==> src/rtl/basilisk_writeback_arbiter_if.sv <==
// Writeback bus between the functional-unit result streams, the register-file
// write port and the issue-stage completion signals.
interface basilisk_writeback_arbiter_if #(
  parameter int PORTS  = 6,
  parameter int DATA_W = 32,
  parameter int OFF_W  = 2
);
  localparam int REC_W = 5 + OFF_W + DATA_W;

  logic [PORTS-1:0]            in_valid;
  logic [PORTS-1:0]            in_ready;
  logic [PORTS-1:0][REC_W-1:0] in_data;
  logic                        out_valid;
  logic                        out_ready;
  logic [REC_W-1:0]            out_data;
  logic                        done_valid;
  logic [4:0]                  done_reg_addr;
  logic                        dup_error;

  modport master (
    output in_valid, in_data, out_ready,
    input  in_ready, out_valid, out_data, done_valid, done_reg_addr, dup_error
  );

  modport slave (
    input  in_valid, in_data, out_ready,
    output in_ready, out_valid, out_data, done_valid, done_reg_addr, dup_error
  );
endinterface

==> src/rtl/basilisk_writeback_arbiter.sv <==
// Round-robin merge of functional-unit results into the vector register file
// write port, with per-register slice completion tracking.
module basilisk_writeback_arbiter #(
  parameter int PORTS        = 6,
  parameter int DATA_W       = 32,
  parameter int OFF_W        = 2,
  parameter int OFFSET_COUNT = 2
) (
  input  logic                         clk,
  input  logic                         rst,
  basilisk_writeback_arbiter_if.slave  wb
);
  localparam int REC_W = 5 + OFF_W + DATA_W;
  localparam int PTR_W = (PORTS > 1) ? $clog2(PORTS) : 1;

  logic [PTR_W-1:0]        rr_ptr;
  logic [PTR_W-1:0]        grant_idx;
  logic [PORTS-1:0]        grant_oh;
  logic                    any_valid;
  logic                    load;
  logic                    commit;

  logic                    out_valid_p1;
  logic [REC_W-1:0]        out_data_p1;
  logic                    done_valid_p2;
  logic [4:0]              done_reg_p2;
  logic                    dup_error_q;
  logic [OFFSET_COUNT-1:0] mask [32];

  logic [4:0]              c_reg;
  logic [OFF_W-1:0]        c_off;
  logic                    c_off_ok;
  logic [OFFSET_COUNT-1:0] c_onehot;
  logic [OFFSET_COUNT-1:0] c_merged;
  logic                    c_hit;
  logic                    c_full;

  function automatic logic [PTR_W-1:0] ptr_add(input logic [PTR_W-1:0] p, input int k);
    int s;
    s = int'(p) + k;
    if (s >= PORTS) s = s - PORTS;
    return PTR_W'(s);
  endfunction

  // Search upward from rr_ptr, wrapping, for the first valid producer.
  always_comb begin
    any_valid = 1'b0;
    grant_idx = rr_ptr;
    grant_oh  = '0;
    for (int k = 0; k < PORTS; k++) begin
      if (!any_valid && wb.in_valid[ptr_add(rr_ptr, k)]) begin
        any_valid = 1'b1;
        grant_idx = ptr_add(rr_ptr, k);
      end
    end
    if (any_valid) grant_oh[grant_idx] = 1'b1;
  end

  assign load        = !out_valid_p1 || wb.out_ready;
  assign commit      = out_valid_p1 && wb.out_ready;
  assign wb.in_ready = load ? grant_oh : '0;

  // Stage p1: registered write-port output.
  always_ff @(posedge clk or posedge rst) begin
    if (rst) begin
      out_valid_p1 <= 1'b0;
      out_data_p1  <= '0;
      rr_ptr       <= '0;
    end else if (load) begin
      if (any_valid) begin
        out_valid_p1 <= 1'b1;
        out_data_p1  <= wb.in_data[grant_idx];
        rr_ptr       <= ptr_add(grant_idx, 1);
      end else begin
        out_valid_p1 <= 1'b0;
      end
    end
  end

  assign c_reg    = out_data_p1[REC_W-1 -: 5];
  assign c_off    = out_data_p1[DATA_W +: OFF_W];
  assign c_off_ok = int'(c_off) < OFFSET_COUNT;
  assign c_onehot = OFFSET_COUNT'(1'b1) << c_off;
  assign c_hit    = |(mask[c_reg] & c_onehot);
  assign c_merged = mask[c_reg] | c_onehot;
  assign c_full   = &c_merged;

  // Stage p2: slice completion tracking on write commit.
  always_ff @(posedge clk or posedge rst) begin
    if (rst) begin
      for (int r = 0; r < 32; r++) mask[r] <= '0;
      done_valid_p2 <= 1'b0;
      done_reg_p2   <= '0;
      dup_error_q   <= 1'b0;
    end else begin
      done_valid_p2 <= 1'b0;
      if (commit) begin
        if (!c_off_ok || c_hit) begin
          dup_error_q <= 1'b1;
        end else if (c_full) begin
          mask[c_reg]   <= '0;
          done_valid_p2 <= 1'b1;
          done_reg_p2   <= c_reg;
        end else begin
          mask[c_reg] <= c_merged;
        end
      end
    end
  end

  assign wb.out_valid     = out_valid_p1;
  assign wb.out_data      = out_data_p1;
  assign wb.done_valid    = done_valid_p2;
  assign wb.done_reg_addr = done_reg_p2;
  assign wb.dup_error     = dup_error_q;
endmodule

==> src/flat_wrapper.sv <==
// flat-port wrapper written by rule: the top's interface ports become plain ports
module basilisk_writeback_arbiter_flat 
#(
  parameter int PORTS        = 6,
  parameter int DATA_W       = 32,
  parameter int OFF_W        = 2,
  parameter int OFFSET_COUNT = 2
)
  (clk, rst, wb_in_valid, wb_in_data, wb_out_ready, wb_in_ready, wb_out_valid, wb_out_data, wb_done_valid, wb_done_reg_addr, wb_dup_error);
  basilisk_writeback_arbiter_if #(.PORTS(PORTS), .DATA_W(DATA_W), .OFF_W(OFF_W)) wb_i ();
  input  logic clk;
  input  logic rst;
  input wire logic [$bits(wb_i.in_valid)-1:0] wb_in_valid;
  input wire logic [$bits(wb_i.in_data)-1:0] wb_in_data;
  input wire logic [$bits(wb_i.out_ready)-1:0] wb_out_ready;
  output wire logic [$bits(wb_i.in_ready)-1:0] wb_in_ready;
  output wire logic [$bits(wb_i.out_valid)-1:0] wb_out_valid;
  output wire logic [$bits(wb_i.out_data)-1:0] wb_out_data;
  output wire logic [$bits(wb_i.done_valid)-1:0] wb_done_valid;
  output wire logic [$bits(wb_i.done_reg_addr)-1:0] wb_done_reg_addr;
  output wire logic [$bits(wb_i.dup_error)-1:0] wb_dup_error;
  assign wb_i.in_valid = wb_in_valid;
  assign wb_i.in_data = wb_in_data;
  assign wb_i.out_ready = wb_out_ready;
  assign wb_in_ready = wb_i.in_ready;
  assign wb_out_valid = wb_i.out_valid;
  assign wb_out_data = wb_i.out_data;
  assign wb_done_valid = wb_i.done_valid;
  assign wb_done_reg_addr = wb_i.done_reg_addr;
  assign wb_dup_error = wb_i.dup_error;
  basilisk_writeback_arbiter #(.PORTS(PORTS), .DATA_W(DATA_W), .OFF_W(OFF_W), .OFFSET_COUNT(OFFSET_COUNT)) u_core (.clk(clk), .rst(rst), .wb(wb_i));
endmodule
==> config.mk <==
export PLATFORM = sky130hd
export DESIGN_NAME = basilisk_writeback_arbiter_flat
export DESIGN_NICKNAME = d
export VERILOG_FILES = /design/src/rtl/basilisk_writeback_arbiter_if.sv /design/src/rtl/basilisk_writeback_arbiter.sv /design/src/flat_wrapper.sv
export SDC_FILE = /design/constraint.sdc
export NUM_CORES = 1
export LEC_CHECK = 0
export BUFFER_PORTS_ARGS = -buffer_cell sky130_fd_sc_hd__buf_2
export CAP_MARGIN = 20
export CORE_MARGIN = 2
export CORE_UTILIZATION = 50
export DETAILED_ROUTE_END_ITERATION = 10
export PLACE_DENSITY = 0.79
export SLEW_MARGIN = 20
export SYNTH_ARGS = -nofsm -noshare
export SYNTH_HDL_FRONTEND = slang
export SYNTH_SLANG_ARGS = --single-unit
==> constraint.sdc <==
create_clock -name clk -period 10.9 [get_ports clk]
set_clock_uncertainty 0.05 [all_clocks]
set_input_delay 2.18 -clock clk [delete_from_list [all_inputs] [get_ports clk]]
set_output_delay 2.18 -clock clk [all_outputs]
set_load 0.05 [all_outputs]
==> impl_results.md <==
- Status: complete, no violations
- Internal reg-to-reg setup slack: 5.60 ns
- Complex-gate fraction of the synthesized area: 29.61%
- Fill cells: 1,503
- Synth area leader: dfrtp_1
- Hold endpoint: u_core.wb.dup_error
- Initial drt markers: 804
- # IOs: 296
- Antenna viol nets, final: 0
- Yosys warns: 0
- Fin crit period: 8.148 ns
- Worst hold start: u_core.wb.dup_error
- First-pass GRT wire length: 46,280 um
- Final TNS setup: 0 ns
- DRT Wirelength: 29,940 um
- Initial core utilization: 51.36%
- Synth Instances: 918
- #FFs+latches synth: 114
- Die area: 19,750 um^2
- Drt pass-1 iters: 5
- Port Buffers: 295
- Largest net degree at the start of global routing: 82
- DIE HEIGHT: 140.5 um
- Library cells used by synthesis: 81
- Post-CTS Setup Bufs: 0
- Met1 Track Usage GR: 39.77%
- CP Class: input port to output port
- GRT Util Overall: 29.51%
- TritonCTS buffer count: 17
- Overflow left after global routing: 0
- Post-synthesis net count: 1,172
- Core Area: 18,150 um^2
- Rows: 49
- Mux contribution to synthesized area: 21.26%
- Via count: 9,259
- Cell Area, Synth: 9320 um^2
- Resized Gates After CTS: 0
- CP endpoint kind: output port
- Post-Synth Adder-Cell Area: 1.477%
- GR Util met2: 47.39%
- Hold Crit Class: register to register
- Worst slew margin: 18.48%
- Worst-path clk slew: 0.05 ns
- Fin. Hold Viols: 0
- Die span in x: 140.5 um
- Worst Path Arrival: 5.92 ns
- R2r endpoint: u_core.rr_ptr[2]
- Clock buffer depth: 2
- Setup-failing EPs final: 0
- Global route hottest layer: met2
- Top FF cell, synth: dfrtp_1
- Final Slew Violations: 0
- Cell count along the critical path: 13
- FMAX: 122.7 MHz
- EDFF count, synth: 0
- DRC viols: 0
- TritonCTS clock tree: done
- Dominant cells by area after synthesis: dfrtp_1 (31%), mux2_2 (8.8%), mux2i_1 (8.3%), a221o_1 (5.7%), a32oi_1 (4.8%)
- WP buf/inv: 4
- Final Cycle Share: 74.75%
- Hold path cells: 1
- H-tree depth: 4
- Post-Synth XOR/XNOR Area: 0.8323%
- Initial antenna violation count: 4
- Async SR Flop Fraction: 100.0%
- Worst r2r src: u_core.rr_ptr[1]
- Sink Count: 114
- Number of max-cap violations: 0
- Worst setup SP type: input port
- Syn-to-layout area delta: 22.65%
- FF-to-FF path depth: 14
- CTS Hold Bufs: 0
- CP top delay family: compound AO/OA/AOI/OAI gates
- Clock latency on the worst-skew pair: 0.42 ns
- Synth top area share: 30.61%
- Wire per inst: 21.40 um
- Detail Placement HPWL: 21,560 um
- Met3 usage: 6.393%
- Placer Congestion: 0.9239
- Most used cell, CP: buf_2
- Largest stage delay on the critical path: 0.56 ns
- Worst-Margin Slew: 1.214 ns
- Drt via density: 6.618
- Crit-path cells: buf_2 > mux2_4 > and4b_1 > a311o_1 > o21ai_4 > o31ai_4 > buf_4 > o21ai_0 > nand2_1 > inv_2 > nand3_2 > nor2_1 > buf_2
- Cell at the slowest stage of the critical path: o21ai_4
- Syn Area/Cell: 10.15 um^2
- Largest family of logic cells by synthesized area: compound AO/OA/AOI/OAI gates
- Layout cells sized above 1: 41.22%
- Sequential share of the synthesized area: 30.61%
- Synth Area in Simple Gates: 10.89%
- Vias in the first global route: 8,756
- Number of nets in the layout: 1,408
- Clock root cell: clkbuf_16
- CP max FO: 81
- Critical Path RT: 8.67 ns
- RSZ-0062 raised after global routing: no
through the flow:
stage          util [%]  area [um^2]  worst slack (ns)  cells  hold slack (ns)
3_3_place_gp      59.18        10740             2.933   1362           0.4179
6_report          62.99        11430             2.752   1399           0.4125
2_1_floorplan         -         9320             3.014    918           0.4238
4_1_cts           62.66        11370             2.835   1394           0.4159
5_1_grt           62.98        11430             2.533   1398           0.4298
3_5_place_dp      59.18        10740             2.843   1362           0.4043
state kept, by name, summed over array words and instances, names as in the netlist:
signal	flops
u_core.mask	64
u_core.wb.out_data	39
u_core.wb.done_reg_addr	5
u_core.rr_ptr	3
u_core.wb.done_valid	1
u_core.wb.dup_error	1
u_core.wb.out_valid	1
per-layer routing:
layer,part of all wire (%),vias up
met3,8.2,55
met4,2.6,4
li1,-,4180
met1,41,4572
met5,0.070,-
met2,48,448
synthesized netlist by cell type (17+ instances only):
cell      count
a32oi_1      51
a21o_1       55
o221ai_1     27
clkbuf_1     53
mux2i_1      77
nor2_1       27
nand3_1      41
mux2_2       73
o21ai_0      17
a221o_1      53
a22oi_1      34
a21oi_1      20
nand2_1      37
dfrtp_1     114
area by class of cell:
type                       instances  area (um^2)  share of cell area (%)
multi-input combinational        700         6003                   52.52
sequential                       114         2854                   24.97
timing repair buffer             307         1594                   13.94
clock buffer                      23        478.0                   4.181
tap                              229        286.5                   2.507
clock inverter                     9        152.6                   1.335
inverter                          14        55.05                  0.4816
antenna                            3        7.507                 0.06567
worst max path at each step:
stage	from	end
2_1_floorplan	wb_in_valid[5]	wb_in_ready[2]
3_3_place_gp	wb_in_valid[4]	wb_in_ready[1]
3_5_place_dp	wb_in_valid[4]	wb_in_ready[1]
4_1_cts	wb_in_valid[4]	wb_in_ready[1]
5_1_grt	wb_in_valid[4]	wb_in_ready[1]
6_report	wb_in_valid[4]	wb_in_ready[1]
worst register-to-register path, delay by kind of cell (launching register included):
kind,cells,cell delay [ns]
compound gates,5,1.08
fa+ha+maj,2,1.15
buf+inv,2,0.97
flops,1,0.53
simple gates,5,1.44
logic make-up (layout without fill, tap and decap cells):
logic type	Yosys count	count (layout)
XOR/XNOR	8	8
other	0	3
AND/OR/NAND/NOR	187	187
flip-flops	114	114
multiplexers	168	168
adder cells (fa/ha/maj)	11	11
AO/OA/AOI/OAI	326	326
buffers and inverters	104	353
layout by cell type (no fill, tap or decap), types with 4 or more instances in the layout:
cell and count:
buf_2 295, dfrtp_1 113, mux2i_1 77, mux2_2 73, a21o_1 55, a221o_1 53, a32oi_1 51, nand3_1 41
nand2_1 37, a22oi_1 34, nor2_1 27, o221ai_1 27, a21oi_1 20, o21ai_0 17, clkbuf_16 17, mux4_2 16
and2_1 15, nor3_1 13, a41oi_1 12, inv_1 11, o211ai_2 11, ha_1 11, a21bo_1 10, buf_4 10
and3_1 6, or2_2 5, nand4_1 4, or3_1 4, xnor2_1 4, nor4_1 4, nand2b_1 4, o211ai_1 4
bufinv_16 4
Power is not shown: default switching activity piles up to over one toggle a cycle in this logic, so the estimate is an artifact.
